[src/rtl/serial_row_loader.sv]
// Row framing after the serial-to-parallel shifter: counts data_size bit strobes,
// captures the completed word into a one-entry buffer and hands it off with a row address.
module serial_row_loader #(
    parameter int unsigned data_size = 64,
    parameter int unsigned num_rows  = 64,
    localparam int unsigned BW = (data_size > 1) ? $clog2(data_size) : 1,
    localparam int unsigned AW = (num_rows > 1) ? $clog2(num_rows) : 1
) (
    input  logic                 CLK,
    input  logic                 RST,
    input  logic                 EN,
    input  logic [data_size-1:0] DATA,
    input  logic                 CLEAR,
    input  logic                 ROW_READY,
    output logic [data_size-1:0] ROW_DATA,
    output logic [AW-1:0]        ROW_ADDR,
    output logic                 ROW_VALID,
    output logic                 FRAME_DONE,
    output logic                 OVERFLOW
);

    typedef enum logic {
        S_EMPTY = 1'b0,
        S_FULL  = 1'b1
    } state_e;

    localparam logic [BW-1:0] LAST_BIT = BW'(data_size - 1);
    localparam logic [AW-1:0] LAST_ROW = AW'(num_rows - 1);

    state_e               state_q, state_d;
    logic [BW-1:0]        bit_cnt_q, bit_cnt_d;
    logic [AW-1:0]        row_cnt_q, row_cnt_d;
    logic                 cap_pend_q, cap_pend_d;
    logic [data_size-1:0] row_data_q, row_data_d;
    logic [AW-1:0]        row_addr_q, row_addr_d;
    logic                 frame_done_q, frame_done_d;
    logic                 overflow_q, overflow_d;
    logic                 handshake;
    logic                 store;

    // State register; ROW_DATA lives here too so reset clears it.
    always_ff @(posedge CLK or posedge RST) begin
        if (RST) begin
            state_q      <= S_EMPTY;
            bit_cnt_q    <= '0;
            row_cnt_q    <= '0;
            cap_pend_q   <= 1'b0;
            row_data_q   <= '0;
            row_addr_q   <= '0;
            frame_done_q <= 1'b0;
            overflow_q   <= 1'b0;
        end else begin
            state_q      <= state_d;
            bit_cnt_q    <= bit_cnt_d;
            row_cnt_q    <= row_cnt_d;
            cap_pend_q   <= cap_pend_d;
            row_data_q   <= row_data_d;
            row_addr_q   <= row_addr_d;
            frame_done_q <= frame_done_d;
            overflow_q   <= overflow_d;
        end
    end

    // Next-state: bit counting, delayed capture, buffer FSM and handoff flags.
    always_comb begin
        state_d      = state_q;
        bit_cnt_d    = bit_cnt_q;
        row_cnt_d    = row_cnt_q;
        cap_pend_d   = cap_pend_q;
        row_data_d   = row_data_q;
        row_addr_d   = row_addr_q;
        frame_done_d = 1'b0;
        overflow_d   = overflow_q;

        handshake = (state_q == S_FULL) && ROW_READY;
        store     = cap_pend_q && ((state_q == S_EMPTY) || handshake);

        if (CLEAR) begin
            state_d    = S_EMPTY;
            bit_cnt_d  = '0;
            row_cnt_d  = '0;
            cap_pend_d = 1'b0;
            row_addr_d = '0;
            overflow_d = 1'b0;
        end else begin
            // DATA holds the complete row only in the cycle after the last strobe.
            if (cap_pend_q) begin
                cap_pend_d = 1'b0;
                row_cnt_d  = (row_cnt_q == LAST_ROW) ? '0 : row_cnt_q + AW'(1);
                if (store) begin
                    row_data_d = DATA;
                    row_addr_d = row_cnt_q;
                end else begin
                    overflow_d = 1'b1;
                end
            end

            if (EN) begin
                if (bit_cnt_q == LAST_BIT) begin
                    bit_cnt_d  = '0;
                    cap_pend_d = 1'b1;
                end else begin
                    bit_cnt_d = bit_cnt_q + BW'(1);
                end
            end

            if (store) begin
                state_d = S_FULL;
            end else if (handshake) begin
                state_d = S_EMPTY;
            end

            if (handshake && (row_addr_q == LAST_ROW)) begin
                frame_done_d = 1'b1;
            end
        end
    end

    assign ROW_DATA   = row_data_q;
    assign ROW_ADDR   = row_addr_q;
    assign ROW_VALID  = (state_q == S_FULL);
    assign FRAME_DONE = frame_done_q;
    assign OVERFLOW   = overflow_q;

endmodule

[config.mk]
export PLATFORM = sky130hd
export DESIGN_NAME = serial_row_loader
export DESIGN_NICKNAME = d
export VERILOG_FILES = /design/src/rtl/serial_row_loader.sv
export SDC_FILE = /design/constraint.sdc
export NUM_CORES = 1
export LEC_CHECK = 0
export BUFFER_PORTS_ARGS = -buffer_cell sky130_fd_sc_hd__clkbuf_2
export CORE_MARGIN = 4
export CORE_UTILIZATION = 40
export DETAILED_ROUTE_END_ITERATION = 10
export GPL_TIMING_DRIVEN = 0
export MAX_ROUTING_LAYER = met4
export PLACE_DENSITY = 0.69
export SLEW_MARGIN = 20
export SYNTH_ARGS = -nofsm -noshare
export SYNTH_HDL_FRONTEND = slang
export SYNTH_SLANG_ARGS = --single-unit
[constraint.sdc]
create_clock -name CLK -period 7.8 [get_ports CLK]
set_input_delay 1.17 -clock CLK [delete_from_list [all_inputs] [get_ports CLK]]
set_output_delay 1.17 -clock CLK [all_outputs]
set_load 0.005 [all_outputs]
Yosys cells after proc, flatten, opt, wreduce, memory -nomap -nowiden

Index checks and enable logic that the tools add are counted.

Logic and storage cells: 47
Output and inout port bits: 73
Register bits after elaboration: 86
Input bits: 69

Reduce and logical (&&, ||, !) cells: 11
Add/subtract/negate cells: 2
Equality and inequality tests: 4
Bitwise operators: 2
Muxes and demuxes: 20

Operators with widths:

| cell                                                          | count |
|---|---|
| 6-bit two-way mux                                             | 9 |
| 6-bit == test, second input constant                          | 3 |
| 6-bit by 1-bit adder with 6-bit output, second input constant | 2 |
| 1-bit two-way mux                                             | 11 |
| 2-bit nonzero test                                            | 3 |
| 2-bit AND reduction                                           | 2 |
| 1-bit logical AND                                             | 3 |
| 3-bit AND reduction                                           | 1 |
| 3-bit nonzero test                                            | 1 |
| 2-bit != test, second input constant                          | 1 |
| 1-bit NOT                                                     | 2 |
| 1-bit logical OR                                              | 1 |

Longest topological paths before layout

Gate-level depths: netlist (run 1).

Depth in word-level cells: 6
Mapped depth: 4
Gate-level depth less buffers: 4

Worst setup path after synthesis (run 1)

No wires, ideal clock.

Kind: input -> register
Start: input ROW_READY
End: register row_data_q[10] (netlist: ROW_DATA[10])
Slack: 5.584 ns
Cell stages on the path: 4
Data required time: 7.675 ns
Buffers on the path: 1
Library setup time: 0.125 ns
Arrival time: 2.091 ns
Cell sequence: nor2b_4 nor3b_4 buf_6 mux2_2

Word-level cells in the longest chain between the ends: 4

Ends and longest elaborated chain:

| what                          | line | text |
|---|---|---|
| start: declaration            | 14   | `input logic ROW_READY,` |
| 1-bit logical AND             | 75   | `handshake = (state_q == S_FULL) && ROW_READY;` |
| 1-bit logical OR              | 76   | `store = cap_pend_q && ((state_q == S_EMPTY) \|\| handshake);` |
| 1-bit logical AND             | 76   |  |
| 3-bit AND reduction (no line) | --   |  |
| end signal: assignment        | 57   | `row_data_q <= row_data_d;` |
| end: declaration              | 34   | `logic [data_size-1:0] row_data_q, row_data_d;` |

Every way passes these cells.
A chain may end at the register's enable or synchronous reset.

Final worst setup path (run 1)

Start: input ROW_READY
End: register row_data_q[4] (netlist: ROW_DATA[4])

The elaborated chain is that of the path after synthesis.

==> impl_metrics.toml, run 1 <==
[outcome]
outcome = "complete, no violations"

[placement]
place.gp.congestion = 0.7565
place_ws_ns = 5.153
dp_hpwl_mm = 5.404
placed_cell_area_um2 = 4285
portBuffers = 140
dpl.cell_count = 478

[worst_setup_path]
path_cells = "clkbuf_2 -> nor2b_4 -> nor3b_4 -> buf_6 -> mux2_2"
r2r_setup_slack_ns = 5.98
reg2reg_depth = 4
crit_slowest_cell = "nor3b_4"
worstReg2RegStart = "ROW_VALID$_DFFE_PP0P_"
critPathKind = "in2reg"
cp.depth = 5
cpPeakStageDelay_ns = 0.53
cp-start-kind = "input pin"
crit_start = "ROW_READY"
cp.arrival_ns = 2.46
critPathBufInv = 2
reg2reg_to = "ROW_DATA[4]$_DFFE_PP0P_"
critical_path_required_ns = 8.01
critical_path.endpoint = "ROW_DATA[4]$_DFFE_PP0P_"
path_max_fanout = 10
cpLargestDelayFamily = "simple AND/OR/NAND/NOR gates"
critPathCaptureType = "flop"

[floorplan]
die-area_um2 = 10100
die_x_um = 100.5
core-area_um2 = 8258
initial_core_util_pct = 41.45
rows = 33
io_pins = 142
fp.dieH_um = 100.5

[grt]
grt_pass1_wl_mm = 11.54
first_global_vias = 2435
overflow = 0
grt_usage_pct = 14.95
grt_max_degree = 54
antenna_found_initial = 0

[synthesis]
synthesis.nets = 303
synth_seq_cells = 86
synthTopCellsByArea = "dfrtp_1, mux2_2, buf_6"
syn_area_um2 = 3423
ys_warn_count = 0
ys_types = 28
synth-edff-count = 0
synth_area_per_cell_um2 = 14.76
synth_top_area_share_pct = 62.87
yosysSeqAreaShare_pct = 62.87
netlist_instances = 232
ys.flop_type = "dfrtp_1"
async_flop_share_pct = 100.0
yosys.area.top_type = "dfrtp_1"

[finish]
stdcell_area_um2 = 4496
fin_cells = 494
area_delta_synth_final_pct = 31.32
n_fill_cell = 736
final_nets = 455
post-route-util_pct = 54.44
drive_above_1_share_pct = 59.90
diodes = 0

[cts]
cts_setup_buffers = 0
cts_max_path_buffers = 2
cts_tree = "done"
postCtsHoldBufs = 0
ctsResizeCount = 0
path_clk_slew_ns = 0.08
cts_buffers = 9
htree_levels = 3
cts-root-buf = "clkbuf_8"
cts.sinks = 86
clk_latency_ns = 0.34

[pwr]
leakagePower_nw = 2.454
power_switching_uw = 175.3
pwr-share-clk_pct = 40.1
ir_drop_v = 0.00008948
seq_power_share_pct = 55.8
swShare_pct = 21.76
p_int_uw = 630.2
p_per_area_nw_per_um2 = 179.2
comb_power_share_pct = 4.1

[sta]
finalClockSkew_ns = 0.009660
hold_viol_final = 0
tightestPinTransition_ns = 0.6155
period_needed_ns = 2.242
setup_slack_ns = 5.558
rsz0062_at_grt = "false"
slew_headroom_pct = 58.93
max_freq_mhz = 446.0
finalSetupTns_ns = 0
slew_violations = 0
period_share_pct = 28.75
setup_viol = 0

[flow_run]
maxCapViolCount = 0

[worst_hold_path]
worstHoldStart = "ROW_DATA[15]$_DFFE_PP0P_"
hold_path_class = "reg2reg"

[detailed_routing]
initialDrtViolationCount = 42
ant_nets = 0
via_per_inst = 4.723
via_count = 2333
route.detailed.drc = 0
firstDrtPassIters = 6
routed_wirelength_mm = 7.104
wl_per_cell_um = 14.38
## power by group through the flow
stage / Combinational (mW) / Sequential, mW / Clock [mW]
after floorplan: 0.0124 / 0.458 / 0
after global placement: 0.0318 / 0.458 / 0
after detailed placement: 0.0342 / 0.458 / 0
after CTS: 0.0344 / 0.450 / 0.334
after global routing: 0.0384 / 0.450 / 0.351
final: 0.0331 / 0.450 / 0.323
## registers in the layout, indices dropped and copies added, names as in the netlist
signal,flops
FRAME_DONE,1
OVERFLOW,1
ROW_ADDR,6
ROW_DATA,64
ROW_VALID,1
bit_cnt_q,6
cap_pend_q,1
row_cnt_q,6
## cell type report
cell class / count / area, um2 / share of cell area [%]
Sequential cell: 86 / 2152 / 47.87
Multi-Input combinational cell: 134 / 1171 / 26.05
Timing Repair Buffer: 141 / 728.2 / 16.20
Clock buffer: 12 / 155.1 / 3.451
Tap cell: 105 / 131.4 / 2.922
Buffer: 11 / 96.34 / 2.143
Clock inverter: 4 / 55.05 / 1.225
Inverter: 1 / 6.256 / 0.1392
## routing by layer
metal | track usage, % | part of all wire, %
met1 | 18.13 | 43
met2 | 24.52 | 49
met3 | 3.322 | 6.5
met4 | 5.596 | 1.2
met5 | - | 0
## synthesized netlist by cell type (all sizes together) (2+ instances only)
library cell  instances
mux2                 64
dfrtp                86
nor3                  3
a31oi                 2
a22o                  6
nand2b                4
a21oi                 6
mux2i                 2
nand3                 6
or3                   2
ha                    2
o211ai                2
buf                  10
nand4                 3
o21ai                 3
xor2                  5
nor2b                 3
nand2                 7
nor2                 10
## worst register-to-register path, delay by kind of cell, from the launching register on
family,cells,cell delay (ns)
flops,1,0.43
mux,1,0.34
simple gates,2,0.69
buf+inv,1,0.24
## placed cells by master, fill, tap and decap left out, types with 3 or more instances in the layout
cell / Yosys / final
nand2b_1: 4 / 4
a22o_1: 6 / 6
nor3_1: 3 / 3
nand2_1: 7 / 7
clkbuf_2: 0 / 140
nand3_1: 6 / 6
o21ai_0: 3 / 3
xor2_1: 5 / 5
buf_6: 7 / 7
dfrtp_1: 86 / 86
nor2_1: 10 / 10
a21oi_1: 6 / 6
clkbuf_8: 0 / 11
nand4_1: 3 / 3
mux2_2: 64 / 64
## worst min-delay path by stage
stage                                          end  slack [ns]  cells past startpoint
after floorplan               OVERFLOW$_DFFE_PP0P_        0.49                      2
after global placement        OVERFLOW$_DFFE_PP0P_        0.48                      2
after detailed placement  ROW_DATA[27]$_DFFE_PP0P_        0.49                      1
after CTS                 ROW_DATA[27]$_DFFE_PP0P_        0.51                      1
after global routing      ROW_DATA[17]$_DFFE_PP0P_        0.53                      1
final                     ROW_DATA[15]$_DFFE_PP0P_        0.51                      1
## through the flow
step,hold slack (ns),power (mW)
finish,0.5075,0.8055
global route,0.5252,0.8393
CTS,0.5132,0.8178
detailed placement,0.4944,0.4926
global placement,0.4848,0.4902
floorplan,0.4859,0.4703
## cells by family (layout without fill, tap and decap cells)
logic type | Yosys count | count (layout) | share of synthesized area (%)
buf+inv | 12 | 169 | 2.924
mux | 66 | 66 | 21.64
flops | 86 | 86 | 62.87
fa+ha+maj | 2 | 2 | 0.7309
compound gates | 20 | 20 | 3.911
simple gates | 41 | 41 | 6.652
xor+xnor | 5 | 5 | 1.279
(Power assumes the default switching activity.)
==> inputs of run 2 (changes only) <==
Settings changed: ABC_AREA set to 1, PLACE_DENSITY 0.69 to 0.67.
Clock period 7.8 ns to 2.1 ns, I/O delays scaled along.
==> run 2 against run 1 <==
  * Sequential power increased to 3.7 times the previous value
  * Utilization about the same
  * Combinational power increased to 4.3 times the previous value
  * Die area increased by 7.1%
  * First-iteration DRC count increased to 2.6 times the previous value
  * Power increased to 3.7 times the previous value
  * Critical path depth unchanged
  * Highest routed layer unchanged
==> impl_metrics.toml, run 2 <==
[detailed_routing]
initialDrtViolationCount = 109
ant_nets = 0
routed_wirelength_mm = 9.526
route.detailed.drc = 0
via_per_inst = 4.838
via_count = 3246
wl_per_cell_um = 14.20
firstDrtPassIters = 4

[placement]
dp_hpwl_mm = 7.275
portBuffers = 141
place.gp.congestion = 0.7793

[pwr]
totalPowerFinal_mw = 2.958
p_int_mw = 2.307
swShare_pct = 21.99
seq_power_share_pct = 56.1
pwr-share-clk_pct = 39.1
comb_power_share_pct = 4.8
ir_drop_v = 0.0003007
p_per_area_nw_per_um2 = 613.8
power_switching_uw = 650.4
leakagePower_nw = 2.804

[worst_setup_path]
cp.arrival_ns = 1.60
critPathKind = "reg2reg"
cp-start-kind = "flop"
path_max_fanout = 10
critical_path_required_ns = 2.37
critPathCaptureType = "flop"

[synthesis]
synth_area_per_cell_um2 = 9.175
synth_seq_cells = 86
synthTopCellsByCount = "nand2_1, dfrtp_1, nand3_1"
synthesis.nets = 473
ys_types = 25
syn_area_um2 = 3689
async_flop_share_pct = 100.0
synth_top_area_share_pct = 58.34
ys.flop_type = "dfrtp_1"
ys_warn_count = 0
netlist_instances = 402
synthTopCellsByArea = "dfrtp_1, nand2_1, nand3_1"
yosys.area.top_type = "dfrtp_1"
yosysSeqAreaShare_pct = 58.34
synth_most_common_cell = "nand2_1"
synth-edff-count = 0

[worst_hold_path]
hold_path_class = "in2reg"

[grt]
grt_usage_pct = 18.27
overflow = 0
grt_pass1_wl_mm = 15.64
antenna_found_initial = 0
grt_max_degree = 30
first_global_vias = 3114

[sta]
period_share_pct = 63.38
rsz0062_at_grt = "false"
finalClockSkew_ns = 0.007710
slew_violations = 0
period_needed_ns = 1.331
hold_ws_ns = 0.1914
finalSetupTns_ns = 0
slew_headroom_pct = 66.41
max_freq_mhz = 751.3
hold_viol_final = 0
tightestPinTransition_ns = 0.5039
setup_viol = 0

[finish]
n_fill_cell = 866
drive_above_1_share_pct = 36.41
largest_reg_flops = 64
area_delta_synth_final_pct = 30.63
final_nets = 629
final_cell_mix = "nand2_1, clkbuf_2, dfrtp_1, nand3_1, inv_1"
layout_commonest_cell = "nand2_1"
post-route-util_pct = 54.45
diodes = 0

[floorplan]
io_pins = 142
fp.dieH_um = 104.0
core-area_um2 = 8848
rows = 34
die_x_um = 104.0
die-area_um2 = 10820
initial_core_util_pct = 41.69

[cts]
path_clk_slew_ns = 0.09
cts_tree = "done"
postCtsHoldBufs = 1
cts-root-buf = "clkbuf_8"
clk_latency_ns = 0.34
cts_setup_buffers = 0
cts_max_path_buffers = 2
ctsResizeCount = 0
cts_buffers = 9
htree_levels = 3
cts.sinks = 86

[outcome]
outcome = "complete, no violations"

[flow_run]
maxCapViolCount = 0
## run 2: cell count changes in the layout (fill, tap and decap cells not counted), moves of 8 or more
cell	change
nand2_1	+146
mux2_2	-64
nand3_1	+48
nand3_2	+20
buf_4	+8
inv_1	+23
## run 2: cell type report
type	instances	area [um2]	area share, %
inverters	26	106.4	2.207
repair buffers	145	790.8	16.41
clock buffers	11	141.4	2.934
well taps	108	135.1	2.804
clock inverters	5	58.81	1.220
multi-input cells	269	1292	26.82
plain buffers	21	141.4	2.934
flip-flops and latches	86	2152	44.66
## run 2: path summary, 6_finish.rpt
| kind | start | end | slack (ns) | cells past startpoint |
|---|---|---|---|---|
| setup / recovery | ROW_VALID$_DFFE_PP0P_ | ROW_DATA[22]$_DFFE_PP0P_ | 0.77 | 5 |
| hold / removal | DATA[5] | ROW_DATA[5]$_DFFE_PP0P_ | 0.19 | 3 |
| setup reg to reg | ROW_VALID$_DFFE_PP0P_ | ROW_DATA[22]$_DFFE_PP0P_ | 0.77 | 5 |
| hold reg to reg | ROW_DATA[26]$_DFFE_PP0P_ | ROW_DATA[26]$_DFFE_PP0P_ | 0.48 | 2 |
| max in group asynchronous | RST | cap_pend_q$_DFF_PP0_ | 0.93 | 5 |
| min in group asynchronous | RST | ROW_DATA[38]$_DFFE_PP0P_ | 0.51 | 3 |
## run 2: stage by stage
step                setup slack (ns)  area (um2)  instances
floorplan                     0.7912        3692        402
global placement              0.1725        4533        651
detailed placement            0.7603        4608        654
CTS                           0.7561        4818        671
global route                  0.6526        4818        671
finish                        0.7690        4818        671
## run 2: critical path: stages, from the launching register on
cell and delay [ns]:
dfrtp_1 0.45, nand2_2 0.16, buf_4 0.20, buf_2 0.25
nand3_1 0.12, nand2_1 0.08
## run 2: metal layers
layer / routed length, um / vias up / part of all wire [%] / GRT usage [%]
li1: - / 1597 / - / -
met1: 4255 / 1541 / 45 / 23.23
met2: 4744 / 94 / 50 / 29.81
met3: 343 / 14 / 3.6 / 2.917
met4: 182 / 0 / 1.9 / 6.458
met5: 0 / - / 0 / -
## run 2: cells by family (layout without fill, tap and decap cells)
logic type / count (synthesis) / in the layout / share of synthesized area [%]
adder cells (fa/ha/maj): 2 / 2 / 0.6783
AO/OA/AOI/OAI: 18 / 18 / 2.680
buffers and inverters: 47 / 208 / 6.615
flip-flops: 86 / 86 / 58.34
XOR/XNOR: 1 / 1 / 0.2375
AND/OR/NAND/NOR: 248 / 248 / 31.45
## run 2: power by group through the flow
stage	Combinational [mW]	Clock, mW	Sequential (mW)
after global routing	0.159	1.28	1.66
final	0.141	1.16	1.66
after CTS	0.145	1.20	1.66
after global placement	0.123	0	1.69
after detailed placement	0.143	0	1.69
after floorplan	0.0406	0	1.69
==> inputs of run 3 (changes only) <==
Settings changed: PLACE_DENSITY 0.67 to 0.7.
Clock period 2.1 ns to 1.19 ns, I/O delays scaled along.
==> run 3 against run 2 <==
  * Non-clock buffer count is 10 higher
  * First-iteration DRC count grew 20%
  * Utilization up 3.8 points
  * Cell count grew 1.5%
  * Sequential share of layout area decreased by 2.9 points
  * Routed wire length grew 6.8%
  * Largest cell class unchanged
  * Sequential cell count is the same
  * Critical endpoint is now row_cnt_q[5]$_DFFE_PP0P_
  * Clock power grew 93%
  * Sequential power is 77% higher
  * Via count up 1.8%
  * Register-to-register slack worse by 0.74 ns
  * Critical path depth rose by 2
==> impl_metrics.toml, run 3 (synthesized netlist as in run 2, its figures left out) <==
[outcome]
outcome = "complete, no violations"

[worst_hold_path]
min_to = "ROW_DATA[1]$_DFFE_PP0P_"
worstHoldStart = "DATA[1]"
hold_path_class = "in2reg"
hold_depth = 3

[cts]
clk_latency_ns = 0.34
cts-root-buf = "clkbuf_8"
htree_levels = 3
path_clk_slew_ns = 0.09
cts_tree = "done"
cts_buffers = 9
cts.sinks = 86
cts_max_path_buffers = 2

[sta]
tightestPinTransition_ns = 0.5289
slew_violations = 0
finalSetupTns_ns = 0
finalClockSkew_ns = 0.01316
setup_viol = 0
max_freq_mhz = 858.7
period_needed_ns = 1.165
hold_viol_final = 0
hold_ws_ns = 0.05399
period_share_pct = 97.86
rsz0062_at_grt = "true"
slew_headroom_pct = 64.66

[worst_setup_path]
cpPeakStageDelay_ns = 0.44
r2r_setup_slack_ns = 0.03
critPathKind = "reg2reg"
path_max_fanout = 7
reg2reg_to = "row_cnt_q[5]$_DFFE_PP0P_"
path_cells = "nand2_4 -> inv_8 -> buf_8 -> nand2_1 -> nand2_1 -> nand3_1 -> nand2_1"
crit_top_cell = "nand2_1"
cp-start-kind = "flop"
reg2reg_depth = 7
critical_path_required_ns = 1.46
cp.arrival_ns = 1.44
critPathCaptureType = "flop"
crit_slowest_cell = "dfrtp_1"
worstReg2RegStart = "cap_pend_q$_DFF_PP0_"

[pwr]
p_per_area_nw_per_um2 = 1050
totalPowerFinal_mw = 5.414
leakagePower_nw = 2.948
ir_drop_v = 0.0006145

[flow_run]
maxCapViolCount = 0

[grt]
grt_usage_pct = 18.31
first_global_vias = 3240
grt_max_degree = 36
overflow = 0
grt_pass1_wl_mm = 15.87
antenna_found_initial = 0

[detailed_routing]
firstDrtPassIters = 4
ant_nets = 0
via_count = 3303
route.detailed.drc = 0
initialDrtViolationCount = 131
via_per_inst = 4.850
wl_per_cell_um = 14.94
routed_wirelength_mm = 10.17

[finish]
largest_reg_flops = 64
final_nets = 639
diodes = 0
n_fill_cell = 780
area_delta_synth_final_pct = 39.76
layout_commonest_cell = "nand2_1"
drive_above_1_share_pct = 40.66
stdcell_area_um2 = 5155
final_cell_mix = "nand2_1, clkbuf_2, dfrtp_1, nand3_1, nand3_2"

[floorplan]
fp.dieH_um = 104.0
initial_core_util_pct = 41.69
core-area_um2 = 8848
die-area_um2 = 10820
die_x_um = 104.0
io_pins = 142
rows = 34

[placement]
dp_hpwl_mm = 7.217
place.gp.congestion = 0.7865
portBuffers = 141
placed_cell_area_um2 = 4573
-- run 3: timing repair --
action                                  CTS  global route
pin swaps                                 1            12
gates resized for setup                  10            50
hold buffers                              1             0
endpoints found under the setup margin   68            69
gates cloned                              0             5
endpoints found under the hold margin    19             0
buffers inserted                          1             5
-- run 3: worst max path at each step --
stage	from	end	slack (ns)	cells after the start
floorplan	RST	FRAME_DONE$_DFF_PP0_	0.02	1
global placement	RST	bit_cnt_q[1]$_DFFE_PP0P_	-0.57	2
detailed placement	ROW_VALID$_DFFE_PP0P_	ROW_DATA[21]$_DFFE_PP0P_	-0.13	5
CTS	ROW_VALID$_DFFE_PP0P_	ROW_DATA[21]$_DFFE_PP0P_	-0.003	5
global route	cap_pend_q$_DFF_PP0_	row_cnt_q[5]$_DFFE_PP0P_	-0.04	7
finish	cap_pend_q$_DFF_PP0_	row_cnt_q[5]$_DFFE_PP0P_	0.03	7
-- run 3: metrics by stage --
stage                     cells  utilization, %  worst slack (ns)
after CTS                   671           54.64         -0.003134
after floorplan             402               -           0.01772
after detailed placement    653           51.68           -0.1303
final                       681           58.26           0.02546
after global placement      651           51.23           -0.5675
after global routing        681           58.26          -0.04225
-- run 3: final cells by class --
| class | count | area [um2] | area share [%] |
|---|---|---|---|
| Clock inverter | 6 | 86.33 | 1.675 |
| Inverter | 26 | 111.4 | 2.160 |
| Buffer | 21 | 247.7 | 4.806 |
| Sequential cell | 86 | 2153 | 41.77 |
| Timing Repair Buffer | 155 | 929.6 | 18.03 |
| Clock buffer | 10 | 127.6 | 2.476 |
| Tap cell | 108 | 135.1 | 2.621 |
| Multi-Input combinational cell | 269 | 1364 | 26.46 |
-- run 3: critical path: cells and delay by family, from the launching register on --
family | cells | cell delay [ns]
flops | 1 | 0.44
simple gates | 5 | 0.42
buf+inv | 2 | 0.24
-- run 3: metal layers --
metal / share of wire, % / vias up / track usage, % / wire [um]
met5: 0 / - / - / 0
met4: 1.6 / 0 / 6.173 / 162
met3: 4.0 / 12 / 3.290 / 408
met2: 51 / 91 / 29.29 / 5162
met1: 44 / 1575 / 23.64 / 4441
li1: - / 1625 / - / -
-- run 3: power breakdown --
part / switching, mW / total (mW) / internal, mW
Sequential: 0.00618 / 2.93 / 2.93
Clock: 1.06 / 2.24 / 1.18
Combinational: 0.138 / 0.246 / 0.108
Total: 1.20 / 5.41 / 4.21
